$ cat config.mk
export PLATFORM = sky130hd
export DESIGN_NAME = player_motion
export DESIGN_NICKNAME = d
export VERILOG_FILES = /design/src/rtl/player_motion.sv
export SDC_FILE = /design/constraint.sdc
export NUM_CORES = 2
export LEC_CHECK = 0
export CORE_MARGIN = 5
export CORE_UTILIZATION = 65
export DETAILED_ROUTE_END_ITERATION = 10
export PLACE_DENSITY = 0.86
export SLEW_MARGIN = 0
export SYNTH_ARGS = -nofsm -noshare
export SYNTH_HDL_FRONTEND = slang
export SYNTH_SLANG_ARGS = --single-unit
$ cat constraint.sdc
create_clock -name clk -period 13 [get_ports clk]
set_input_delay 1.95 -clock clk [delete_from_list [all_inputs] [get_ports clk]]
set_output_delay 1.95 -clock clk [all_outputs]
set_load 0.01 [all_outputs]
$ cat src/rtl/player_motion.sv
// Per-tick player state engine: position, facing and viewplane updated on each accepted tick.
// Define PLAYER_COLLISION_EN to check each axis against the map through the req/ack port.
module player_motion #(
  parameter int QM         = 6,
  parameter int QN         = 10,
  parameter int MAP_BITS   = 4,
  parameter int MOVE_STEP  = 5,
  parameter int DIAG_SCALE = 724,
  parameter int ROT_COS    = 1020,
  parameter int ROT_SIN    = 89,
  parameter int START_X    = 1536,
  parameter int START_Y    = 11776,
  parameter int START_FX   = 0,
  parameter int START_FY   = -1024,
  parameter int START_VX   = 512,
  parameter int START_VY   = 0
) (
  input  logic                       clk,
  input  logic                       reset,
  input  logic                       tick,
  input  logic                       moveF,
  input  logic                       moveB,
  input  logic                       strafeL,
  input  logic                       strafeR,
  input  logic                       rotL,
  input  logic                       rotR,
  output logic                       map_req,
  output logic [MAP_BITS-1:0]        map_col,
  output logic [MAP_BITS-1:0]        map_row,
  input  logic                       map_ack,
  input  logic [1:0]                 map_val,
  output logic signed [QM+QN-1:0]    playerX,
  output logic signed [QM+QN-1:0]    playerY,
  output logic signed [QM+QN-1:0]    facingX,
  output logic signed [QM+QN-1:0]    facingY,
  output logic signed [QM+QN-1:0]    vplaneX,
  output logic signed [QM+QN-1:0]    vplaneY,
  output logic                       busy,
  output logic                       done,
  output logic                       missed
);

  localparam int W = QM + QN;
  localparam logic signed [W-1:0] K_STEP  = W'(MOVE_STEP);
  localparam logic signed [W-1:0] K_DIAG  = W'(DIAG_SCALE);
  localparam logic signed [W-1:0] K_COS   = W'(ROT_COS);
  localparam logic signed [W-1:0] K_SIN   = W'(ROT_SIN);

  typedef enum logic [2:0] {IDLE, CALC, ROT, CHKX, CHKY, COMMIT} state_t;

  state_t              state_q, state_d;
  logic [5:0]          ctrl_q;
  logic                done_q, missed_q;
  logic signed [W-1:0] px_q, py_q, fx_q, fy_q, vx_q, vy_q;
  logic signed [W-1:0] nx_q, ny_q, nfx_q, nfy_q, nvx_q, nvy_q;
  logic signed [W-1:0] fwd_x, fwd_y, side_x, side_y, sum_x, sum_y, dx, dy;
  logic signed [W-1:0] rot_s;
  logic                fwd_on, side_on, rot_on;

  // (a*b + c*d) >>> QN with a 2W-bit accumulator, truncated (wraps) to W
  function automatic logic signed [W-1:0] fx_mac(input logic signed [W-1:0] a, input logic signed [W-1:0] b,
                                                 input logic signed [W-1:0] c, input logic signed [W-1:0] d);
    logic signed [2*W-1:0] p;
    p = (2*W)'(a) * (2*W)'(b) + (2*W)'(c) * (2*W)'(d);
    p = p >>> QN;
    return p[W-1:0];
  endfunction

  function automatic logic signed [W-1:0] fx_mul(input logic signed [W-1:0] a, input logic signed [W-1:0] b);
    return fx_mac(a, b, '0, '0);
  endfunction

  always_comb begin
    fwd_on  = ctrl_q[5] ^ ctrl_q[4];
    side_on = ctrl_q[3] ^ ctrl_q[2];
    fwd_x   = '0;
    fwd_y   = '0;
    side_x  = '0;
    side_y  = '0;
    if (ctrl_q[5] && !ctrl_q[4]) begin
      fwd_x = fx_q;
      fwd_y = fy_q;
    end else if (ctrl_q[4] && !ctrl_q[5]) begin
      fwd_x = -fx_q;
      fwd_y = -fy_q;
    end
    // strafe right follows the perpendicular (-facingY, facingX)
    if (ctrl_q[2] && !ctrl_q[3]) begin
      side_x = -fy_q;
      side_y = fx_q;
    end else if (ctrl_q[3] && !ctrl_q[2]) begin
      side_x = fy_q;
      side_y = -fx_q;
    end
    sum_x = fwd_x + side_x;
    sum_y = fwd_y + side_y;
    dx    = fx_mul(sum_x, K_STEP);
    dy    = fx_mul(sum_y, K_STEP);
    if (fwd_on && side_on) begin
      dx = fx_mul(dx, K_DIAG);
      dy = fx_mul(dy, K_DIAG);
    end
    rot_on = ctrl_q[1] ^ ctrl_q[0];
    rot_s  = ctrl_q[0] ? K_SIN : -K_SIN;
  end

`ifdef PLAYER_COLLISION_EN
  logic oob_x, oob_y, wall;

  function automatic logic [MAP_BITS-1:0] cell(input logic signed [W-1:0] v);
    return v[QN+MAP_BITS-1:QN];
  endfunction

  function automatic logic off_map(input logic signed [W-1:0] v);
    logic signed [W-1:0] t;
    t = v >>> (QN + MAP_BITS);
    return t != '0;
  endfunction

  assign oob_x = off_map(nx_q);
  assign oob_y = off_map(ny_q);
  assign wall  = map_val != 2'b00;
`else
  logic unused_map;
  assign unused_map = ^{map_ack, map_val};
`endif

  always_ff @(posedge clk or negedge reset) begin
    if (!reset) state_q <= IDLE;
    else        state_q <= state_d;
  end

  always_comb begin
    state_d = state_q;
    case (state_q)
      IDLE:   if (tick) state_d = CALC;
      CALC:   state_d = ROT;
`ifdef PLAYER_COLLISION_EN
      ROT:    state_d = CHKX;
      CHKX:   if (oob_x || map_ack) state_d = CHKY;
      CHKY:   if (oob_y || map_ack) state_d = COMMIT;
`else
      ROT:    state_d = COMMIT;
`endif
      COMMIT: state_d = IDLE;
      default: state_d = IDLE;
    endcase
  end

  always_comb begin
    busy    = state_q != IDLE;
    map_req = 1'b0;
    map_col = '0;
    map_row = '0;
`ifdef PLAYER_COLLISION_EN
    // X probe uses the old row; Y probe uses the already-resolved X column
    if (state_q == CHKX) begin
      map_req = !oob_x;
      map_col = cell(nx_q);
      map_row = cell(py_q);
    end else if (state_q == CHKY) begin
      map_req = !oob_y;
      map_col = cell(nx_q);
      map_row = cell(ny_q);
    end
`endif
  end

  always_ff @(posedge clk or negedge reset) begin
    if (!reset) begin
      ctrl_q   <= '0;
      done_q   <= 1'b0;
      missed_q <= 1'b0;
      px_q     <= W'(START_X);
      py_q     <= W'(START_Y);
      fx_q     <= W'(START_FX);
      fy_q     <= W'(START_FY);
      vx_q     <= W'(START_VX);
      vy_q     <= W'(START_VY);
    end else begin
      done_q   <= state_q == COMMIT;
      missed_q <= tick && (state_q != IDLE);
      if (state_q == IDLE && tick) ctrl_q <= {moveF, moveB, strafeL, strafeR, rotL, rotR};
      if (state_q == COMMIT) begin
        px_q <= nx_q;
        py_q <= ny_q;
        fx_q <= nfx_q;
        fy_q <= nfy_q;
        vx_q <= nvx_q;
        vy_q <= nvy_q;
      end
    end
  end

  // Scratch candidates; only ever committed from COMMIT, so they need no reset
  always_ff @(posedge clk) begin
    case (state_q)
      CALC: begin
        nx_q <= px_q + dx;
        ny_q <= py_q + dy;
      end
      ROT: begin
        nfx_q <= rot_on ? fx_mac(fx_q, K_COS, fy_q, -rot_s) : fx_q;
        nfy_q <= rot_on ? fx_mac(fx_q, rot_s, fy_q, K_COS)  : fy_q;
        nvx_q <= rot_on ? fx_mac(vx_q, K_COS, vy_q, -rot_s) : vx_q;
        nvy_q <= rot_on ? fx_mac(vx_q, rot_s, vy_q, K_COS)  : vy_q;
      end
`ifdef PLAYER_COLLISION_EN
      CHKX: if (oob_x || (map_ack && wall)) nx_q <= px_q;
      CHKY: if (oob_y || (map_ack && wall)) ny_q <= py_q;
`endif
      default: ;
    endcase
  end

  assign playerX = px_q;
  assign playerY = py_q;
  assign facingX = fx_q;
  assign facingY = fy_q;
  assign vplaneX = vx_q;
  assign vplaneY = vy_q;
  assign done    = done_q;
  assign missed  = missed_q;

endmodule

-- Word-level counts from Yosys, hierarchy flattened
Cells that the tools add are included.
- register bits: 203
- output and inout bits: 108
- word-level logic and storage cells: 76
- add/subtract/negate cells: 11
- multiply operators: 12
- eq/ne operators: 4
- multiplexer cells: 17
- bitwise gates (word level): 3
- reductions and logical operators: 13
- operators with widths (cell ; count):
    $mux W16 ; 15
    $add A26 B26 Y26 ; 4
    $mul A16 B16 Y26 ; 4
    $mul A16 B9 Y24 const B ; 4
    $add A16 B16 Y16 ; 4
    $neg A16 Y16 ; 3
    $mul A16 B4 Y20 const B ; 2
    $mul A10 B9 Y19 const B ; 2
    $pmux W3 S3 ; 1
    $logic_and A1 B1 Y1 ; 7
    $logic_not A1 Y1 ; 4
    $eq A3 B1 Y1 const B ; 1
    $eq A3 B2 Y1 const B ; 1
    $eq A3 B3 Y1 const B ; 1
    $logic_not A3 Y1 ; 1
    $mux W3 ; 1
    $reduce_bool A3 Y1 ; 1
    $xor A1 B1 Y1 ; 3
    $ne A2 B2 Y1 const B ; 1

-- Depth between registers and ports, before layout
- depth after elaboration: 9
- depth in mapped cells: 58
- depth with buffers taken out: 56

-- Least setup slack after synthesis
Ideal clock, no wire load.
- path type: reg2reg
- start point: register ctrl_q[4]
- end point: register ny_q[14], data pin
- setup time: 258 ps
- data arrival time: 11003 ps
- path slack: 1740 ps
- cell stages (with the launch flop): 54
- buffers on the path: 2
- clock period less this slack: 11260 ps
- cell sequence: dfrtp_1 > inv_1 > ha_1 > clkbuf_1 > clkbuf_1 > nor2_1 > nor2_1 > ha_1 > inv_1 > fa_1 > nor2b_1 > o21ai_0 > a21boi_0 > o21ai_0 > a21boi_0 > o21ai_0 > a21oi_1 > nor2_1 > [18 not listed] > a22o_1 > a31o_2 > or2_2 > a21o_1 > xnor2_1 > a21oi_1 > ha_1 > a21o_1 > a21oi_1 > o21bai_1 > a21oi_1 > o21bai_1 > a21oi_1 > o21bai_1 > a2111o_1 > a31o_2 > a21oi_1 > xnor2_1
- word-level cells in the longest chain between the ends: 8
- ends and longest elaborated chain (element ; line ; RTL):
    from (decl) ; 52 ; logic [5:0] ctrl_q;
    from (signal assigned) ; 183 ; if (state_q == IDLE && tick) ctrl_q <= {moveF, moveB, strafeL, strafeR, rotL, rotR};
    $logic_and A1 B1 Y1 / $logic_not A1 Y1 (equally long branches) ; 83, 80 ;
    $mux W16 / $logic_and A1 B1 Y1 (equally long branches) ; 83, 80 ;
    $mux W16 ; 80 ; if (ctrl_q[5] && !ctrl_q[4]) begin
    $add A16 B16 Y16 ; 96 ; sum_y = fwd_y + side_y;
    $mul A16 B4 Y20 ; 64 ; p = (2*W)'(a) * (2*W)'(b) + (2*W)'(c) * (2*W)'(d);
    $mul A10 B9 Y19 ; 64 ;
    $mux W16 (*) ; 99 ; if (fwd_on && side_on) begin
    $add A16 B16 Y16 (*) ; 200 ; ny_q <= py_q + dy;
    to (signal assigned) ; 200 ;
    to (decl) ; 55 ; logic signed [W-1:0] nx_q, ny_q, nfx_q, nfy_q, nvx_q, nvy_q;
Mark *: on every way between the ends. The rest lies on a longest branch, timed or not.
A chain may end at the register's enable or synchronous reset.

-- Worst setup path after layout
- start point: register fx_q[0] (netlist: facingX[0])
- end point: register ny_q[14], data pin
- word-level cells in the longest chain between the ends: 8
- ends and longest elaborated chain (element ; line ; RTL):
    from (decl) ; 54 ; logic signed [W-1:0] px_q, py_q, fx_q, fy_q, vx_q, vy_q;
    from (signal assigned) ; 176 ; fx_q <= W'(START_FX);
    from (signal assigned) ; 187 ; fx_q <= nfx_q;
    $neg A16 Y16 ; 93 ; side_y = -fx_q;
    $mux W16 ; 91 ; end else if (ctrl_q[3] && !ctrl_q[2]) begin
    $mux W16 (*) ; 88 ; if (ctrl_q[2] && !ctrl_q[3]) begin
    $add A16 B16 Y16 (*) ; 96 ;
    $mul A16 B4 Y20 (*) ; 64 ;
    $mul A10 B9 Y19 ; 64 ;
    $mux W16 (*) ; 99 ;
    $add A16 B16 Y16 (*) ; 200 ;
Marks and branches as above.

==> impl_summary.log <==
[metrics] routed wire length: 142 mm
[metrics] count of endpoints failing hold in the final timing report: 0
[metrics] number of nets with antenna violations after routing: 0
[metrics] number of different library cells in the post-synthesis netlist: 88
[metrics] post-CTS setup repair buffer count: 0
[metrics] instance count along the most critical hold path: 2
[metrics] FF+latch count, synth: 203
[metrics] Mapped Area: 0.0564 sq mm
[metrics] Placed Instances: 7047
[metrics] DR vias: 40.5k
[metrics] Initial Util: 65.2%
[metrics] number of buffers and inverters on the critical path: 5
[metrics] grt total ovfl: 0
[metrics] detailed placement HPWL: 119 mm
[metrics] die outline area: 0.0927 sq mm
[metrics] port bufs: 107
[metrics] setup repair after global routing missed its margin: false
[metrics] worst-case headroom to the max-slew limit: 30.1%
[metrics] prevailing post-synth register cell: sky130_fd_sc_hd__edfxtp_1
[metrics] via count of the first global-routing pass: 44.3k
[metrics] Highest Clock Rate: 81.7 MHz
[metrics] GRT Resource Usage Total: 31.4%
[metrics] total clock sinks: 203
[metrics] count of cell instances traversed by the critical path: 51
[metrics] clock buffers created by TritonCTS: 24
[metrics] routed length per instance: 20.0 microns
[metrics] io pins: 120
[metrics] run status: finished clean
[metrics] CTS tree: yes
[metrics] largest net degree at the start of global routing: 79
[metrics] final-report max-slew violation count: 0
[metrics] clock-pin slew of the registers on the worst-case setup and hold paths: 0.06 ns
[metrics] number of nets in the finished design: 7856
[metrics] via-per-instance ratio: 5.72
[metrics] Post-Synthesis Cells: 5893
[metrics] placeable core area: 0.0865 sq mm
[metrics] most frequent CP cell: sky130_fd_sc_hd__a21oi_1
[metrics] peak per-stage delay on the critical path: 0.56 ns
[metrics] non-filler instance count after layout: 7093
[metrics] register area share after synthesis: 9.89%
[metrics] critical path class: flip-flop to flip-flop
[metrics] number of antenna violations at the first check in global routing: 6
[metrics] Routability Congestion: 0.967
[metrics] sort of element at the end of the critical path: flip-flop
[metrics] slowest CP cell: sky130_fd_sc_hd__dfrtp_2
[metrics] highest fanout seen on the critical path: 10
[metrics] first-pass GRT wire length: 232 mm
[metrics] Worst-Margin Slew: 1.04 ns
[metrics] Syn. warnings: 0
[metrics] clock latency on the worst-skew pair: 0.57 ns
[metrics] endpoint with the worst hold slack: vplaneY[14]
[metrics] share of cells above drive strength 1: 4.28%
[metrics] worst-case clock buffer depth: 3
[metrics] post-cts repair resize count: 0
[metrics] deepest level of the CTS H-tree: 1
[metrics] DIE HEIGHT: 305 microns
[metrics] R2R Path End: ny_q[14]
[metrics] count of unresolved DRC violations after routing: 0
[metrics] initial detailed-routing violation count: 2675
[metrics] required time of the critical path: 13.31 ns
[metrics] source of the worst hold timing path: nvy_q[14]
[metrics] number of buffers added to fix hold violations after cts: 0
[metrics] share of flip-flops with an asynchronous set or reset: 52.7%
[metrics] worst path arrival time: 12.55 ns
[metrics] depth of the worst register-to-register path: 51
[metrics] Avg Cell Area, Syn: 9.57 sq um
[metrics] nature of the critical path startpoint: flip-flop
[metrics] site row count: 108
[metrics] die width: 305 microns
[metrics] clock skew: 0.0388 ns
[metrics] worst min path class: flip-flop to flip-flop
[metrics] crit share post-route: 94.1%
[metrics] Post-synth EDFFs: 96
[metrics] max-cap violations: 0
[metrics] post-synthesis to final-layout area growth: 5.73%
[metrics] slack of the worst reg-to-reg path: 0.76 ns
[metrics] family with the most delay on the worst path: compound AO/OA/AOI/OAI gates
[metrics] post-route setup TNS: 0 ns
[metrics] launching point of the worst reg2reg path: facingX[0]
[metrics] root buf cell: sky130_fd_sc_hd__clkbuf_16
[metrics] First-pass DRT Iterations: 6
[metrics] final number of setup-violating endpoints: 0
[metrics] minimum clock period: 12.24 ns
[per-stage QoR]
step	setup slack [ns]	hold slack [ns]	utilization [%]	instance area [sq um]
final	0.761	0.431	68.9	59600
after global routing	0.0120	0.442	68.9	59600
after CTS	0.522	0.424	68.9	59600
after detailed placement	0.571	0.423	68.0	58800
after global placement	0.928	0.416	68.0	58800
after floorplan	1.74	0.415	-	56400
[cell type report]
class / count / area (sq um)
inverters: 1438 / 5400
clock inverters: 12 / 133
well taps: 1155 / 1450
multi-input cells: 4055 / 44700
repair buffers: 196 / 1740
clock buffers: 32 / 641
diodes: 2 / 5.00
fillers: 6245 / 26900
flip-flops and latches: 203 / 5580
[how the worst max path moves through the flow]
stage                     startpoint  endpoint  slack (ns)
final                     facingX[0]  ny_q[14]        0.76
after global routing       ctrl_q[2]  nx_q[14]        0.01
after global placement    facingX[0]  nx_q[14]        0.93
after detailed placement  facingX[1]  ny_q[14]        0.57
after CTS                 facingX[1]  ny_q[14]        0.52
after floorplan            ctrl_q[4]  ny_q[14]        1.74
[flip-flops by register name (all words and copies together), names as in the netlist, 16 cells and up]
| register | count |
|---|---|
| facingY | 16 |
| nx_q | 16 |
| nvy_q | 16 |
| playerY | 16 |
| ny_q | 16 |
| nvx_q | 16 |
| playerX | 16 |
| vplaneX | 16 |
| nfx_q | 16 |
| nfy_q | 16 |
| facingX | 16 |
| vplaneY | 16 |
[kinds of logic (layout without fill, tap and decap cells)]
family,after synthesis,after routing,synth area share (%)
and+or+nand+nor,1052,1052,8.56
other,2,13,0.0133
xor gates and xnor gates,347,347,5.50
AOI/OAI and AO/OA,707,707,7.87
muxes,12,12,0.218
adders and majority gates,1926,1926,56.9
buffers and inverters,1644,1678,11.1
DFF,203,203,9.89
[tightest hold or removal path: stages (launching register included)]
cell	delay, ns
sky130_fd_sc_hd__edfxtp_1	0.32
sky130_fd_sc_hd__nand2_1	0.04
sky130_fd_sc_hd__o21ai_0	0.06
[cells in the mapped netlist, types with 8 or more instances]
master | n | share of area (%)
sky130_fd_sc_hd__nor2_1 | 221 | 1.5
sky130_fd_sc_hd__o211ai_1 | 12 | 0.16
sky130_fd_sc_hd__a211oi_1 | 17 | 0.23
sky130_fd_sc_hd__nor2b_1 | 40 | 0.44
sky130_fd_sc_hd__edfxtp_1 | 96 | 5.1
sky130_fd_sc_hd__dfrtp_1 | 94 | 4.2
sky130_fd_sc_hd__and2_1 | 38 | 0.42
sky130_fd_sc_hd__nand4_1 | 13 | 0.14
sky130_fd_sc_hd__nand3_1 | 42 | 0.37
sky130_fd_sc_hd__dfstp_2 | 13 | 0.61
sky130_fd_sc_hd__o21a_1 | 37 | 0.49
sky130_fd_sc_hd__nand2b_1 | 25 | 0.28
sky130_fd_sc_hd__or2_2 | 62 | 0.69
sky130_fd_sc_hd__o31ai_1 | 26 | 0.35
sky130_fd_sc_hd__a22o_1 | 8 | 0.12
sky130_fd_sc_hd__buf_1 | 18 | 0.12
sky130_fd_sc_hd__inv_1 | 1427 | 9.5
sky130_fd_sc_hd__a21oi_1 | 185 | 1.6
sky130_fd_sc_hd__mux2i_1 | 10 | 0.18
sky130_fd_sc_hd__xor2_1 | 90 | 1.4
sky130_fd_sc_hd__buf_4 | 9 | 0.12
sky130_fd_sc_hd__a21o_1 | 63 | 0.84
sky130_fd_sc_hd__a31oi_1 | 29 | 0.32
sky130_fd_sc_hd__nor3_1 | 70 | 0.62
sky130_fd_sc_hd__and3_1 | 21 | 0.23
sky130_fd_sc_hd__clkbuf_1 | 173 | 1.2
sky130_fd_sc_hd__or3_1 | 20 | 0.22
sky130_fd_sc_hd__clkinv_1 | 8 | 0.053
sky130_fd_sc_hd__o22ai_1 | 15 | 0.17
sky130_fd_sc_hd__o21ai_0 | 206 | 1.8
sky130_fd_sc_hd__ha_1 | 864 | 19
sky130_fd_sc_hd__nand2_1 | 461 | 3.1
sky130_fd_sc_hd__a211o_1 | 10 | 0.16
sky130_fd_sc_hd__fa_1 | 1062 | 38
sky130_fd_sc_hd__xnor2_1 | 252 | 3.9
sky130_fd_sc_hd__o21bai_1 | 21 | 0.28
[metal layers]
| metal | up-vias | global-route usage [%] | share of wire (%) | wire [microns] |
|---|---|---|---|---|
| met5 | - | 0 | 0.0098 | 14 |
| met4 | 2 | 15.9 | 6.8 | 9660 |
| met3 | 441 | 5.31 | 7.1 | 10000 |
| met2 | 1497 | 53.3 | 49 | 69400 |
| met1 | 20309 | 39.1 | 37 | 53100 |
| li1 | 18297 | - | - | - |
[placed cells by master (no fill, tap or decap), types with 26 or more instances in the layout]
| cell type | n |
|---|---|
| sky130_fd_sc_hd__o21ai_0 | 203 |
| sky130_fd_sc_hd__buf_4 | 89 |
| sky130_fd_sc_hd__nand3_1 | 42 |
| sky130_fd_sc_hd__dfrtp_1 | 91 |
| sky130_fd_sc_hd__or2_2 | 62 |
| sky130_fd_sc_hd__edfxtp_1 | 96 |
| sky130_fd_sc_hd__xnor2_1 | 249 |
| sky130_fd_sc_hd__clkdlybuf4s50_1 | 106 |
| sky130_fd_sc_hd__nor2b_1 | 39 |
| sky130_fd_sc_hd__xor2_1 | 88 |
| sky130_fd_sc_hd__ha_1 | 864 |
| sky130_fd_sc_hd__and2_1 | 38 |
| sky130_fd_sc_hd__a21o_1 | 63 |
| sky130_fd_sc_hd__inv_1 | 1426 |
| sky130_fd_sc_hd__a31oi_1 | 29 |
| sky130_fd_sc_hd__nor2_1 | 221 |
| sky130_fd_sc_hd__o31ai_1 | 26 |
| sky130_fd_sc_hd__nand2_1 | 461 |
| sky130_fd_sc_hd__fa_1 | 1062 |
| sky130_fd_sc_hd__nor3_1 | 70 |
| sky130_fd_sc_hd__a21oi_1 | 185 |
| sky130_fd_sc_hd__o21a_1 | 37 |
Power is not shown: default switching activity piles up to over one toggle a cycle in this logic, so the estimate is an artifact.
